## config.mk

```make
export PLATFORM = sky130hd
export DESIGN_NAME = hdpldadapt_rx_ratematch_ctrl
export DESIGN_NICKNAME = d
export VERILOG_FILES = /design/src/rtl/hdpldadapt_rx_rm_pkg.sv /design/src/rtl/hdpldadapt_rx_rm_thresh.sv /design/src/rtl/hdpldadapt_rx_ratematch_ctrl.sv
export SDC_FILE = /design/constraint.sdc
export NUM_CORES = 1
export LEC_CHECK = 0
export ABC_AREA = 0
export BUFFER_PORTS_ARGS = -buffer_cell sky130_fd_sc_hd__buf_2
export CAP_MARGIN = 20
export CORE_MARGIN = 2
export CORE_UTILIZATION = 50
export CTS_CLUSTER_DIAMETER = 80
export DETAILED_ROUTE_END_ITERATION = 6
export HOLD_SLACK_MARGIN = 0.12
export PLACE_DENSITY_LB_ADDON = 0.1
export SETUP_SLACK_MARGIN = 0.05
export SYNTH_ARGS = -nofsm -noshare
export SYNTH_HDL_FRONTEND = slang
export SYNTH_SLANG_ARGS = --single-unit
```

## constraint.sdc

```tcl
create_clock -name rd_clk -period 2.4 [get_ports rd_clk]
set_clock_uncertainty 0.15 [all_clocks]
set_input_delay 0.12 -clock rd_clk [delete_from_list [all_inputs] [get_ports rd_clk]]
set_output_delay 0.12 -clock rd_clk [all_outputs]
set_load 0.05 [all_outputs]
```

## src/rtl/hdpldadapt_rx_rm_pkg.sv

```systemverilog
// Shared definitions for the RX rate-match controller.
//   rm_state_e    : controller state encoding, also exported on the testbus.
//   Tb*           : bit offsets of the fields packed into rm_testbus.
//   tb_state_lsb  : LSB of the state field, which sits just above fill_level.
package hdpldadapt_rx_rm_pkg;

  typedef enum logic [2:0] {
    RmIdle = 3'd0,
    RmFill = 3'd1,
    RmRun  = 3'd2,
    RmIns  = 3'd3,
    RmDel  = 3'd4
  } rm_state_e;

  localparam int unsigned TestbusW  = 20;
  localparam int unsigned TbDelBit  = 0;
  localparam int unsigned TbInsBit  = 1;
  localparam int unsigned TbFillLsb = 2;
  localparam int unsigned TbStateW  = 3;

  function automatic int unsigned tb_state_lsb(int unsigned awidth);
    return TbFillLsb + awidth + 1;
  endfunction

endpackage

```

## src/rtl/hdpldadapt_rx_rm_thresh.sv

```systemverilog
// Hysteretic threshold comparator on the FIFO fill level.
//   SetBelow=1 : flag sets when fill <= lvl, clears when fill >= lvl + hyst.
//   SetBelow=0 : flag sets when fill >= lvl, clears when fill + hyst <= lvl.
//   Otherwise the flag holds; set wins if both conditions hold (hyst = 0).
// Ports: rd_clk, rd_rst_n (async), rd_srst_n (sync), fill, lvl, hyst -> flag.
module hdpldadapt_rx_rm_thresh #(
  parameter int unsigned AWIDTH   = 5,
  parameter bit          SetBelow = 1'b1,
  parameter bit          ResetVal = 1'b1
) (
  input  logic              rd_clk,
  input  logic              rd_rst_n,
  input  logic              rd_srst_n,
  input  logic [AWIDTH:0]   fill,
  input  logic [AWIDTH-1:0] lvl,
  input  logic [1:0]        hyst,
  output logic              flag
);

  // Two guard bits so lvl + hyst and fill + hyst cannot wrap.
  logic [AWIDTH+1:0] fill_x;
  logic [AWIDTH+1:0] lvl_x;
  logic [AWIDTH+1:0] hyst_x;
  logic              set_cond;
  logic              clr_cond;

  assign fill_x = {1'b0, fill};
  assign lvl_x  = {2'b00, lvl};
  assign hyst_x = {{AWIDTH{1'b0}}, hyst};

  always_comb begin
    set_cond = 1'b0;
    clr_cond = 1'b0;
    if (SetBelow) begin
      set_cond = (fill_x <= lvl_x);
      clr_cond = (fill_x >= lvl_x + hyst_x);
    end else begin
      set_cond = (fill_x >= lvl_x);
      clr_cond = (fill_x + hyst_x <= lvl_x);
    end
  end

  always_ff @(posedge rd_clk or negedge rd_rst_n) begin
    if (!rd_rst_n) begin
      flag <= ResetVal;
    end else if (!rd_srst_n) begin
      flag <= ResetVal;
    end else if (set_cond) begin
      flag <= 1'b1;
    end else if (clr_cond) begin
      flag <= 1'b0;
    end
  end

endmodule

```

## src/rtl/hdpldadapt_rx_ratematch_ctrl.sv

```systemverilog
// RX rate-match controller: derives FIFO occupancy from the read pointer and the
// synchronised write pointer, keeps hysteretic partially-empty/full status, and
// grants the insertion or deletion state machine (never both).
// Ports:
//   rd_clk, rd_rst_n (async), rd_srst_n (sync soft reset)
//   rd_ptr, wr_ptr_sync       : binary pointers, MSB is the wrap bit
//   rd_en, fifo_insert, fifo_delete : strobes from the insert/delete SMs
//   r_rm_en, r_pempty_lvl, r_pfull_lvl, r_hyst : configuration
//   cnt_clr                   : clears event counters and sticky flags
//   rd_empty, rd_pempty, rd_pfull, fill_level : registered status
//   ins_allow, del_allow      : grants
//   ins_cnt, del_cnt          : saturating event counters
//   underflow, overflow       : sticky errors
//   rm_testbus                : {pad, state, fill_level, ins_allow, del_allow}
module hdpldadapt_rx_ratematch_ctrl
  import hdpldadapt_rx_rm_pkg::*;
#(
  parameter int unsigned AWIDTH = 5,
  parameter int unsigned CNTW   = 8
) (
  input  logic                rd_clk,
  input  logic                rd_rst_n,
  input  logic                rd_srst_n,
  input  logic [AWIDTH:0]     rd_ptr,
  input  logic [AWIDTH:0]     wr_ptr_sync,
  input  logic                rd_en,
  input  logic                fifo_insert,
  input  logic                fifo_delete,
  input  logic                r_rm_en,
  input  logic [AWIDTH-1:0]   r_pempty_lvl,
  input  logic [AWIDTH-1:0]   r_pfull_lvl,
  input  logic [1:0]          r_hyst,
  input  logic                cnt_clr,
  output logic                rd_empty,
  output logic                rd_pempty,
  output logic                rd_pfull,
  output logic                ins_allow,
  output logic                del_allow,
  output logic [AWIDTH:0]     fill_level,
  output logic [CNTW-1:0]     ins_cnt,
  output logic [CNTW-1:0]     del_cnt,
  output logic                underflow,
  output logic                overflow,
  output logic [TestbusW-1:0] rm_testbus
);

  localparam int unsigned StateLsb = tb_state_lsb(AWIDTH);

  rm_state_e       state;
  logic [AWIDTH:0] fill;
  logic            fill_over;

  // Modular subtraction handles pointer wrap for free.
  assign fill = wr_ptr_sync - rd_ptr;
  // fill > 2^AWIDTH: wrap bit set with any lower bit set.
  assign fill_over = fill[AWIDTH] & (|fill[AWIDTH-1:0]);

  always_ff @(posedge rd_clk or negedge rd_rst_n) begin
    if (!rd_rst_n) begin
      fill_level <= '0;
      rd_empty   <= 1'b1;
    end else if (!rd_srst_n) begin
      fill_level <= '0;
      rd_empty   <= 1'b1;
    end else begin
      fill_level <= fill;
      rd_empty   <= (fill == '0);
    end
  end

  hdpldadapt_rx_rm_thresh #(
    .AWIDTH   (AWIDTH),
    .SetBelow (1'b1),
    .ResetVal (1'b1)
  ) u_pempty (
    .rd_clk    (rd_clk),
    .rd_rst_n  (rd_rst_n),
    .rd_srst_n (rd_srst_n),
    .fill      (fill),
    .lvl       (r_pempty_lvl),
    .hyst      (r_hyst),
    .flag      (rd_pempty)
  );

  hdpldadapt_rx_rm_thresh #(
    .AWIDTH   (AWIDTH),
    .SetBelow (1'b0),
    .ResetVal (1'b0)
  ) u_pfull (
    .rd_clk    (rd_clk),
    .rd_rst_n  (rd_rst_n),
    .rd_srst_n (rd_srst_n),
    .fill      (fill),
    .lvl       (r_pfull_lvl),
    .hyst      (r_hyst),
    .flag      (rd_pfull)
  );

  // Grants are registered alongside the state so they always match it.
  always_ff @(posedge rd_clk or negedge rd_rst_n) begin
    if (!rd_rst_n) begin
      state     <= RmIdle;
      ins_allow <= 1'b0;
      del_allow <= 1'b0;
    end else if (!rd_srst_n || !r_rm_en) begin
      state     <= RmIdle;
      ins_allow <= 1'b0;
      del_allow <= 1'b0;
    end else begin
      case (state)
        RmIdle: begin
          state     <= RmFill;
          ins_allow <= 1'b0;
          del_allow <= 1'b0;
        end
        RmFill: begin
          if (!rd_pempty && !rd_pfull) begin
            state <= RmRun;
          end
        end
        RmRun: begin
          if (rd_pempty) begin
            state     <= RmIns;
            ins_allow <= 1'b1;
          end else if (rd_pfull) begin
            state     <= RmDel;
            del_allow <= 1'b1;
          end
        end
        RmIns: begin
          if (!rd_pempty) begin
            state     <= RmRun;
            ins_allow <= 1'b0;
          end
        end
        RmDel: begin
          if (!rd_pfull) begin
            state     <= RmRun;
            del_allow <= 1'b0;
          end
        end
        default: begin
          state     <= RmIdle;
          ins_allow <= 1'b0;
          del_allow <= 1'b0;
        end
      endcase
    end
  end

  // Counters and sticky flags; insert/delete outside a grant are only counted.
  always_ff @(posedge rd_clk or negedge rd_rst_n) begin
    if (!rd_rst_n) begin
      ins_cnt   <= '0;
      del_cnt   <= '0;
      underflow <= 1'b0;
      overflow  <= 1'b0;
    end else if (!rd_srst_n || cnt_clr) begin
      ins_cnt   <= '0;
      del_cnt   <= '0;
      underflow <= 1'b0;
      overflow  <= 1'b0;
    end else begin
      if (fifo_insert && (ins_cnt != '1)) begin
        ins_cnt <= ins_cnt + 1'b1;
      end
      if (fifo_delete && (del_cnt != '1)) begin
        del_cnt <= del_cnt + 1'b1;
      end
      if (rd_en && rd_empty) begin
        underflow <= 1'b1;
      end
      if (fill_over) begin
        overflow <= 1'b1;
      end
    end
  end

  always_comb begin
    rm_testbus                           = '0;
    rm_testbus[TbDelBit]                 = del_allow;
    rm_testbus[TbInsBit]                 = ins_allow;
    rm_testbus[TbFillLsb +: AWIDTH+1]    = fill_level;
    rm_testbus[StateLsb +: TbStateW]     = state;
  end

endmodule

```

==> out/summary.txt, run 1 <==
OUTCOME
--------------------------------------------------------------------------------------
Status                                                                    complete, but fails checks
Violations in the final reports                                           setup timing

SETUP PATH
--------------------------------------------------------------------------------------
Depth of the worst register-to-register path                                         5
Element type at the critical path end                                             flop
Critical path start-end classification                                    primary input to flop
Reg-to-reg startpoint                                                     ins_cnt[3]$_DFFE_PN0P_
Max incr delay on CP                                                           0.59 ns
Endpoint of the most critical register-to-register path                   ins_cnt[5]$_DFFE_PN0P_
Cell type with the highest occurrence count on the critical path                  ha_4
Slack of the worst reg-to-reg path                                             0.73 ns
Worst-path fanout max                                                                4
Max stage delay cell, worst path                                                  fa_2
Cell type group with the largest total delay on the critical path          adder cells
Critical-path cell list                                                   buf_8 > inv_12 > ha_4 > inv_2 > fa_2 > ha_4 > a21oi_4 > nor2_2 > xor2_1 > ha_1 > nand4_1 > mux2i_1 > a21oi_1 > nor3_1 > a221oi_1
Count of buffer and inverter cells on the critical path                              3
CP required                                                                    2.42 ns
Data arrival time of the critical path                                         2.57 ns
Critical path startpoint category                                         primary input

LOGIC SYNTHESIS
--------------------------------------------------------------------------------------
Cell area after synthesis                                                  0.00255 mm2
Flip-flop cell with the highest count after synthesis                          dfrtp_1
Cell count after synthesis                                                         280
Library cells used by synthesis                                                     48
Share of the yosys chip area belonging to registers                              0.315
Share of async-settable or async-resettable flops after synthesis                 1.00
Yosys Warn Count                                                                     0
Post-synth EDFFs                                                                     0
Mean cell area of the mapped netlist                                          9.12 um2
Flops & latches, synth                                                              32

STA
--------------------------------------------------------------------------------------
Hold violation total from the final report                                           0
Post-route minimum period                                                      2.55 ns
RSZ-0062 raised after global routing                                              true
Smallest hold slack                                                           0.133 ns
Fmax                                                                           392 MHz
Measured slew at the worst slew-check pin                                     0.708 ns
Total count of max-transition violations in the final report                         0
Final count of negative-setup-slack endpoints                                        1
Share of the clock period used by the worst path after layout                     1.06
Final worst-path setup slack                                                 -0.148 ns
Max-slew headroom                                                                0.528

CLOCKING
--------------------------------------------------------------------------------------
Clk sink count                                                                      32
Clock slew at the register clock pins of the worst setup and hold paths        0.06 ns
Maximum number of buffers from clock root to sink                                    2
Total clock buffers created by CTS                                                   5
Cell chosen for the clock root                                                clkbuf_8
Maximum level of the CTS H-tree                                                      2
CTS tree                                                                         built
Source-to-sink clock delay at the later pin of the worst-skew pair             0.28 ns

FINISH
--------------------------------------------------------------------------------------
Layout cell share with drive strength beyond 1                                   0.330
Commonest cells after routing, fill and taps aside                        buf_2, dfrtp_1, nor2_1, ha_1, inv_1
Area Growth Syn to Fin                                                           28.3%
Inserted Diodes                                                                      0
Commonest non-fill, non-tap cell in the layout                                   buf_2
Filler Cells Inserted                                                              452
Net count reported at finish                                                       440

MIN PATH
--------------------------------------------------------------------------------------
Path class of the lowest-slack min-delay path                             primary input to flop
Hold path startpoint                                                         rd_ptr[0]
Endpoint with the worst hold slack                                        fill_level[0]$_DFF_PN0_
Hold Path Stages                                                                     4

JOB
--------------------------------------------------------------------------------------
Max-cap violations                                                                   0

GLOBAL ROUTING
--------------------------------------------------------------------------------------
Number of antenna violations at the first check in global routing                    0
Global-route wire length before repair                                         8600 um
Total routing usage reported by global routing                                   0.195
Largest net degree at the start of global routing                                   33
Number of global-route vias before repair                                         2052
Grt total ovfl                                                                       0

DETAILED ROUTING
--------------------------------------------------------------------------------------
Average routed wire per standard cell                                          12.0 um
Vias after detailed routing                                                       2222
DRC Markers                                                                          0
Initial detailed-routing violation count                                           100
Number of nets still failing antenna checks after routing                            0
Via/cell ratio                                                                    5.02
Total length of routed wires                                                   5310 um
Iteration count of the initial detailed-routing pass                                 4

POWER AND IR DROP
--------------------------------------------------------------------------------------
Worst VDD drop                                                                0.250 mV
P_leak                                                                         1.69 nW
Cell area power density                                                     555 mW/mm2
Total Power Consumption                                                      0.00182 W

FLOORPLAN
--------------------------------------------------------------------------------------
Initial Util                                                                     0.510
Width of the chip                                                              75.5 um
IO Count                                                                            81
Std-Cell Rows                                                                       26
Die Area                                                                   0.00569 mm2
Core outline area                                                          0.00501 mm2
Die H                                                                          75.5 um

PLACED DESIGN
--------------------------------------------------------------------------------------
Final RePlAce weighted congestion                                                0.831
Placed wire-length estimate after detailed placement                           4180 um
Port bufs                                                                           71

==> Yosys cell counts, types with 7 or more instances <==
library cell   n  area [um2]
o21ai_0        9        45.0
a21oi_1       14        70.1
inv_1         25        93.8
nor2_1        30         113
xor2_1        10        87.6
dfrtp_1       30         751
nand3_1        9        45.0
nor3_1         9        45.0
buf_4         17         128
nand2_1       15        56.3
ha_1          32         400
xnor2_1        7        61.3
==> report_power, final <==
group / internal (W) / total (W) / switching [W]
clock: 0.000199 / 0.000374 / 0.000175
combinational: 0.000346 / 0.000838 / 0.000492
sequential: 0.000572 / 0.000605 / 0.0000335
==> cell type report <==
class,instances,area [um2],share of cell area
flip-flops and latches,32,803,0.245
repair buffers,99,592,0.181
well taps,70,87.6,0.0267
multi-input cells,210,1610,0.492
inverters,25,106,0.0325
clock buffers,7,76.3,0.0233
==> tightest hold or removal path: cells and delay by family <==
family	cells	cell delay [ns]
buf+inv	2	0.22
fa+ha+maj	1	0.13
simple gates	1	0.05
==> per-stage QoR <==
step / instances / worst slack (ns) / utilization / setup TNS, ns / area, um2
after floorplan: 288 / -0.218 / - / -0.218 / 2630
after global placement: 430 / -0.421 / 0.618 / -0.686 / 3100
after detailed placement: 430 / -0.526 / 0.618 / -0.826 / 3100
after CTS: 443 / -0.121 / 0.648 / -0.121 / 3240
after global routing: 443 / -0.286 / 0.654 / -0.286 / 3280
final: 443 / -0.148 / 0.654 / -0.148 / 3280
==> registers in the layout, summed over array words and instances (netlist names) <==
name           cells
u_pempty.flag      1
underflow          1
fill_level         6
u_pfull.flag       1
del_cnt            8
overflow           1
state              3
ins_cnt            8
rd_empty           1
ins_allow          1
del_allow          1
==> routing by layer <==
| metal | global-route usage | part of all wire | up-vias |
|---|---|---|---|
| met5 | 0 | 0 | - |
| met4 | 0.0741 | 0.021 | 0 |
| met2 | 0.343 | 0.51 | 55 |
| met3 | 0.0357 | 0.043 | 9 |
| li1 | - | - | 1124 |
| met1 | 0.238 | 0.43 | 1034 |
==> how the worst max path moves through the flow <==
| stage | depth (start not counted) | endpoint | slack (ns) | from |
|---|---|---|---|---|
| 3_5_place_dp | 15 | u_pfull.flag$_DFFE_PN0P_ | -0.53 | wr_ptr_sync[0] |
| 4_1_cts | 15 | u_pfull.flag$_DFFE_PN0P_ | -0.12 | wr_ptr_sync[0] |
| 3_3_place_gp | 15 | u_pfull.flag$_DFFE_PN0P_ | -0.42 | wr_ptr_sync[0] |
| 6_report | 15 | u_pfull.flag$_DFFE_PN0P_ | -0.15 | wr_ptr_sync[0] |
| 2_1_floorplan | 14 | u_pfull.flag$_DFFE_PN0P_ | -0.22 | wr_ptr_sync[0] |
| 5_1_grt | 15 | u_pfull.flag$_DFFE_PN0P_ | -0.29 | wr_ptr_sync[0] |
==> kinds of logic (layout without fill, tap and decap cells) <==
group | count (synthesis) | after routing | share of synthesized area
AND/OR/NAND/NOR | 92 | 92 | 0.178
AO/OA/AOI/OAI | 49 | 49 | 0.132
buffers and inverters | 46 | 131 | 0.0926
adder cells (fa/ha/maj) | 35 | 35 | 0.180
flip-flops | 32 | 32 | 0.315
XOR/XNOR | 20 | 20 | 0.0818
multiplexers | 5 | 5 | 0.0196
other | 1 | 9 | 0.00147
==> timing repair <==
action | CTS | global route
pin swaps | 9 | 0
setup buffers | 1 | 0
endpoints found under the setup margin | 2 | 2
hold buffers | 5 | 0
hold endpoints to repair | 47 | 0
gates resized for setup | 4 | 5
Power figures use the tool's default switching activity.
==> run 2: changes to the inputs <==
--- a/config.mk
+++ b/config.mk
@@ -14,7 +14,7 @@
 export DETAILED_ROUTE_END_ITERATION = 6
 export HOLD_SLACK_MARGIN = 0.12
 export PLACE_DENSITY_LB_ADDON = 0.1
-export SETUP_SLACK_MARGIN = 0.05
+export SETUP_SLACK_MARGIN = 0.5
 export SYNTH_ARGS = -nofsm -noshare
 export SYNTH_HDL_FRONTEND = slang
 export SYNTH_SLANG_ARGS = --single-unit
==> run 2 against run 1 <==
- the flow still finishes with violations (setup timing)
- critical endpoint unchanged
- maximum frequency rose by 3.9%
- total power rose by 0.31%
- highest routed layer unchanged
- cell area rose by 0.31%
- largest cell class unchanged
- critical path depth did not move
- utilization rose by 0.20 points
- clock-buffer cell count rose by 1
- hold slack got worse by 0.0085 ns
- via count fell by 0.41%
- sequential cell count did not move
- non-clock buffer count rose by 1
- sequential power barely moved
- final cell count rose by 0.45%
==> out/summary.txt, run 2 (same netlist as run 1, synthesis figures left out) <==
SETUP PATH
--------------------------------------------------------------------------------------
Critical path startpoint category                                         primary input
Termination of the worst setup path                                       u_pfull.flag$_DFFE_PN0P_
CP required                                                                    2.43 ns
Critical path start-end classification                                    primary input to flop
Depth of the worst register-to-register path                                         5
Data arrival time of the critical path                                         2.48 ns
Reg-to-reg startpoint                                                     ins_cnt[3]$_DFFE_PN0P_
Worst-path fanout max                                                                3
Endpoint of the most critical register-to-register path                   ins_cnt[5]$_DFFE_PN0P_
Critical path launch point                                                wr_ptr_sync[0]
Element type at the critical path end                                             flop
Slack of the worst reg-to-reg path                                             0.74 ns

DETAILED ROUTING
--------------------------------------------------------------------------------------
DRC Markers                                                                          0
Total length of routed wires                                                   5190 um
Iteration count of the initial detailed-routing pass                                 4
Initial detailed-routing violation count                                           110
Vias after detailed routing                                                       2213
Average routed wire per standard cell                                          11.7 um
Number of nets still failing antenna checks after routing                            0
Via/cell ratio                                                                    4.97

PLACED DESIGN
--------------------------------------------------------------------------------------
Placed wire-length estimate after detailed placement                           4190 um
Setup Slack @ Placement                                                      -0.494 ns
Placed standard-cell area                                                  0.00309 mm2
Final RePlAce weighted congestion                                                0.837
Number of cells after detailed placement                                           429
Port bufs                                                                           71

FLOORPLAN
--------------------------------------------------------------------------------------
Die Area                                                                   0.00569 mm2
Width of the chip                                                              75.5 um
Initial Util                                                                     0.510
IO Count                                                                            81
Die H                                                                          75.5 um
Core outline area                                                          0.00501 mm2
Std-Cell Rows                                                                       26

FINISH
--------------------------------------------------------------------------------------
Final cell count without fillers                                                   445
Area Growth Syn to Fin                                                           28.7%
Commonest cells after routing, fill and taps aside                        buf_2, ha_1, nor2_1, dfrtp_1, buf_4
Commonest non-fill, non-tap cell in the layout                                   buf_2
Net count reported at finish                                                       441
Final cell area excluding filler cells                                     0.00329 mm2
Top Registers                                                             del_cnt x8, ins_cnt x8, fill_level x6
Layout cell share with drive strength beyond 1                                   0.339
Inserted Diodes                                                                      0

STA
--------------------------------------------------------------------------------------
Final count of negative-setup-slack endpoints                                        1
Max-slew headroom                                                                0.521
Hold violation total from the final report                                           0
Final setup TNS                                                             -0.0519 ns
Fmax                                                                           408 MHz
Post-route minimum period                                                      2.45 ns
Share of the clock period used by the worst path after layout                     1.02
Measured slew at the worst slew-check pin                                     0.719 ns
RSZ-0062 raised after global routing                                              true
Total count of max-transition violations in the final report                         0
Final worst-path setup slack                                                -0.0519 ns

POWER AND IR DROP
--------------------------------------------------------------------------------------
Share of total power consumed by net switching                                   0.386
Portion of total power attributed to sequential cells                            0.332
Total Power Consumption                                                      0.00182 W
Internal                                                                     0.00112 W
Sw power                                                                    0.000704 W
P_leak                                                                         1.69 nW
Worst VDD drop                                                                0.227 mV
Cell area power density                                                     555 mW/mm2
Proportion of power drawn by the clock network                                   0.212
Combinational cell fraction of total power                                       0.456

MIN PATH
--------------------------------------------------------------------------------------
Path class of the lowest-slack min-delay path                             primary input to flop

CLOCKING
--------------------------------------------------------------------------------------
CTS tree                                                                         built
Clk sink count                                                                      32
Cell chosen for the clock root                                                clkbuf_8
Maximum number of buffers from clock root to sink                                    2
Source-to-sink clock delay at the later pin of the worst-skew pair             0.28 ns
Total clock buffers created by CTS                                                   5
Clock slew at the register clock pins of the worst setup and hold paths        0.06 ns
Maximum level of the CTS H-tree                                                      2

GLOBAL ROUTING
--------------------------------------------------------------------------------------
Global-route wire length before repair                                         8170 um
Number of antenna violations at the first check in global routing                    0
Total routing usage reported by global routing                                   0.186
Grt total ovfl                                                                       0
Largest net degree at the start of global routing                                   33
Number of global-route vias before repair                                         1937

JOB
--------------------------------------------------------------------------------------
Max-cap violations                                                                   0

OUTCOME
--------------------------------------------------------------------------------------
Status                                                                    complete, but fails checks
Violations in the final reports                                           setup timing

run 2: worst min path at each step:
stage	start	slack (ns)	depth (start not counted)	to
floorplan	rd_rst_n	-0.33	0	del_allow$_DFFE_PN0P_
global placement	rd_rst_n	0.06	1	ins_cnt[0]$_DFFE_PN0P_
detailed placement	rd_rst_n	0.06	1	ins_cnt[0]$_DFFE_PN0P_
CTS	rd_ptr[0]	0.12	4	fill_level[0]$_DFF_PN0_
global route	rd_ptr[0]	0.15	4	fill_level[0]$_DFF_PN0_
finish	rd_ptr[0]	0.12	4	fill_level[0]$_DFF_PN0_
run 2: per-layer routing:
| layer | track usage | vias up | wire [um] |
|---|---|---|---|
| li1 | - | 1131 | - |
| met1 | 0.222 | 1019 | 2300 |
| met2 | 0.336 | 55 | 2590 |
| met3 | 0.0331 | 8 | 212 |
| met4 | 0.0624 | 0 | 91 |
| met5 | 0 | - | 0 |
run 2: what timing repair did:
action                                  CTS  global route
pin swaps                                12             1
cloned                                    0             0
resized for setup                         6             3
setup buffers                             3             0
hold buffers                              5             0
endpoints found under the hold margin    48             0
endpoints found under the setup margin    4             4
run 2: cell type report:
cell class,count,area [um2]
fill,460,1720
inverter,25,106
clock buffer,8,80.1
timing repair buffer,100,596
tap,70,87.6
multi-input combinational,210,1610
sequential,32,805
run 2: critical path, stage by stage:
cell	delay (ns)
buf_8	0.11
inv_12	0.04
ha_4	0.11
inv_2	0.03
fa_2	0.59
ha_4	0.22
a21oi_4	0.14
nor2_2	0.05
xor2_1	0.14
ha_1	0.33
nand4_1	0.10
mux2i_1	0.07
a21oi_1	0.12
nor3_1	0.06
a221oi_1	0.25
run 2: power by group through the flow:
stage	registers, W	logic (W)	clock network, W
global route	0.000611	0.000915	0.000422
detailed placement	0.000615	0.000800	0
finish	0.000605	0.000831	0.000387
global placement	0.000616	0.000779	0
CTS	0.000606	0.000828	0.000399
floorplan	0.000708	0.000488	0
run 2: stage by stage:
step                      hold slack, ns   util
after detailed placement          0.0598  0.617
after floorplan                   -0.326      -
final                              0.124  0.656
after CTS                          0.124  0.653
after global placement            0.0601  0.617
after global routing               0.147  0.656
==> run 3: changes to the inputs <==
--- a/config.mk
+++ b/config.mk
@@ -6,7 +6,7 @@
 export NUM_CORES = 1
 export LEC_CHECK = 0
 export ABC_AREA = 0
-export BUFFER_PORTS_ARGS = -buffer_cell sky130_fd_sc_hd__buf_2
+export BUFFER_PORTS_ARGS = -buffer_cell sky130_fd_sc_hd__buf_4
 export CAP_MARGIN = 20
 export CORE_MARGIN = 2
 export CORE_UTILIZATION = 50
==> run 3 against run 2 <==
- sequential power is 0.7% higher
- combinational power increased by 5.8%
- total power is 4.7% higher
- maximum frequency shrank 2.9%
- clock-buffer cell count fell by 2
- sequential cell count unchanged
- global-route usage rose by 1.8 points
- utilization rose by 3.9 points
- die area unchanged
- cell area increased by 6.0%
- wire length grew 5.1%
- the flow still finishes with violations (setup timing)
- highest routed layer unchanged
- final cell count did not move
==> out/summary.txt, run 3 (same netlist as run 1, synthesis figures left out) <==
FLOORPLAN
--------------------------------------------------------------------------------------
Die H                                                                          75.5 um
Width of the chip                                                              75.5 um
Std-Cell Rows                                                                       26
Die Area                                                                   0.00569 mm2
IO Count                                                                            81
Core outline area                                                          0.00501 mm2
Initial Util                                                                     0.510

SETUP PATH
--------------------------------------------------------------------------------------
Critical path startpoint category                                         primary input
Data arrival time of the critical path                                         2.55 ns
Critical-path cell list                                                   buf_8 > inv_12 > ha_4 > inv_2 > fa_2 > ha_4 > a21oi_2 > nor2_2 > xor2_1 > ha_1 > nand4_1 > mux2i_1 > a21oi_1 > nor3_1 > a221oi_1
CP required                                                                    2.43 ns
Element type at the critical path end                                             flop
Worst-path fanout max                                                                4
Cell type with the highest occurrence count on the critical path                  ha_4
Max stage delay cell, worst path                                                  fa_2
Critical path start-end classification                                    primary input to flop
Max incr delay on CP                                                           0.60 ns

POWER AND IR DROP
--------------------------------------------------------------------------------------
Total Power Consumption                                                      0.00191 W
Sw power                                                                    0.000724 W
Worst VDD drop                                                                0.290 mV
Cell area power density                                                     548 mW/mm2
Proportion of power drawn by the clock network                                   0.220
Internal                                                                     0.00118 W
Share of total power consumed by net switching                                   0.379
Combinational cell fraction of total power                                       0.460
P_leak                                                                         1.73 nW
Portion of total power attributed to sequential cells                            0.319

STA
--------------------------------------------------------------------------------------
Fmax                                                                           396 MHz
Post-route minimum period                                                      2.53 ns
Hold violation total from the final report                                           0
Final worst-path setup slack                                                 -0.126 ns
Total count of max-transition violations in the final report                         0
Measured slew at the worst slew-check pin                                     0.721 ns
Share of the clock period used by the worst path after layout                     1.05
RSZ-0062 raised after global routing                                              true
Final count of negative-setup-slack endpoints                                        1
Max-slew headroom                                                                0.519

GLOBAL ROUTING
--------------------------------------------------------------------------------------
Grt total ovfl                                                                       0
Largest net degree at the start of global routing                                   33
Number of antenna violations at the first check in global routing                    0
Number of global-route vias before repair                                         2118
Global-route wire length before repair                                         8920 um
Total routing usage reported by global routing                                   0.204

DETAILED ROUTING
--------------------------------------------------------------------------------------
Average routed wire per standard cell                                          12.3 um
Number of nets still failing antenna checks after routing                            0
Initial detailed-routing violation count                                           164
Total length of routed wires                                                   5450 um
DRC Markers                                                                          0
Vias after detailed routing                                                       2247
Via/cell ratio                                                                    5.05
Iteration count of the initial detailed-routing pass                                 4

CLOCKING
--------------------------------------------------------------------------------------
Maximum number of buffers from clock root to sink                                    2
Clock slew at the register clock pins of the worst setup and hold paths        0.07 ns
CTS tree                                                                         built
Maximum level of the CTS H-tree                                                      2
Clk sink count                                                                      32
Source-to-sink clock delay at the later pin of the worst-skew pair             0.28 ns
Total clock buffers created by CTS                                                   5
Cell chosen for the clock root                                                clkbuf_8

OUTCOME
--------------------------------------------------------------------------------------
Status                                                                    complete, but fails checks
Violations in the final reports                                           setup timing

PLACED DESIGN
--------------------------------------------------------------------------------------
Setup Slack @ Placement                                                      -0.492 ns
Final RePlAce weighted congestion                                                0.827
Number of cells after detailed placement                                           429
Placed wire-length estimate after detailed placement                           4270 um
Port bufs                                                                           71

FINISH
--------------------------------------------------------------------------------------
Top Registers                                                             del_cnt x8, ins_cnt x8, fill_level x6
Commonest non-fill, non-tap cell in the layout                                   buf_4
Commonest cells after routing, fill and taps aside                        buf_4, nor2_1, ha_1, dfrtp_1, inv_1
Net count reported at finish                                                       441
Layout cell share with drive strength beyond 1                                   0.339
Final cell count without fillers                                                   445
Inserted Diodes                                                                      0
Area Growth Syn to Fin                                                           36.4%

JOB
--------------------------------------------------------------------------------------
Max-cap violations                                                                   0

MIN PATH
--------------------------------------------------------------------------------------
Path class of the lowest-slack min-delay path                             primary input to asynchronous set/reset pin

==> run 3: changes by cell type in the layout (fill, tap and decap cells not counted), moves of 2 or more <==
cell / before / now
nor4_1: 0 / 2
buf_4: 24 / 92
clkbuf_1: 3 / 0
clkinv_2: 0 / 2
buf_2: 70 / 0
==> run 3: cell type report <==
class | instances | area, um2
clock buffers | 6 | 82.6
clock inverters | 2 | 10.0
fillers | 420 | 1530
inverters | 25 | 106
multi-input cells | 210 | 1610
flip-flops and latches | 32 | 805
well taps | 70 | 87.6
repair buffers | 100 | 777
==> run 3: worst paths after layout <==
path	startpoint	end	slack, ns	depth (start not counted)
setup / recovery	wr_ptr_sync[0]	u_pfull.flag$_DFFE_PN0P_	-0.13	15
hold / removal	rd_rst_n	del_allow$_DFFE_PN0P_	0.16	2
setup reg to reg	ins_cnt[5]$_DFFE_PN0P_	ins_cnt[5]$_DFFE_PN0P_	0.74	5
hold reg to reg	underflow$_DFFE_PN0P_	underflow$_DFFE_PN0P_	0.35	2
max in group asynchronous	rd_rst_n	rd_empty$_DFF_PN1_	1.61	2
min in group rd_clk	fifo_delete	del_cnt[4]$_DFFE_PN0P_	0.17	5
==> run 3: routing by layer <==
metal  track usage  share of wire
met5             0              0
met1         0.239           0.42
met2         0.368           0.51
met3        0.0317          0.043
met4        0.0897          0.021
==> run 3: power by group through the flow <==
stage	clock network, W	logic, W	registers, W
floorplan	0	0.000488	0.000708
global placement	0	0.000817	0.000617
detailed placement	0	0.000839	0.000619
CTS	0.000438	0.000858	0.000609
global route	0.000459	0.000965	0.000615
finish	0.000421	0.000879	0.000609
==> run 3: what timing repair did <==
| action | in CTS | in global routing |
|---|---|---|
| pin swaps | 9 | 8 |
| resized for setup | 3 | 5 |
| buffers inserted | 1 | 1 |
| hold endpoints to repair | 50 | 0 |
| endpoints found under the setup margin | 2 | 4 |
| hold buffers | 6 | 0 |
==> run 3: critical path: cells and delay by family <==
family	cells	cell delay [ns]
AO/OA/AOI/OAI	3	0.52
buffers and inverters	3	0.18
XOR/XNOR	1	0.14
multiplexers	1	0.08
adder cells (fa/ha/maj)	4	1.27
AND/OR/NAND/NOR	3	0.24
==> run 3: through the flow <==
step,util,TNS (ns),hold WS (ns),cell area [um2]
2_1_floorplan,-,-0.218,-0.326,2630
3_3_place_gp,0.653,-0.656,-0.0716,3270
3_5_place_dp,0.653,-0.742,-0.0720,3270
4_1_cts,0.687,-0.0880,0.153,3440
5_1_grt,0.695,-0.288,0.189,3480
6_report,0.695,-0.126,0.159,3480
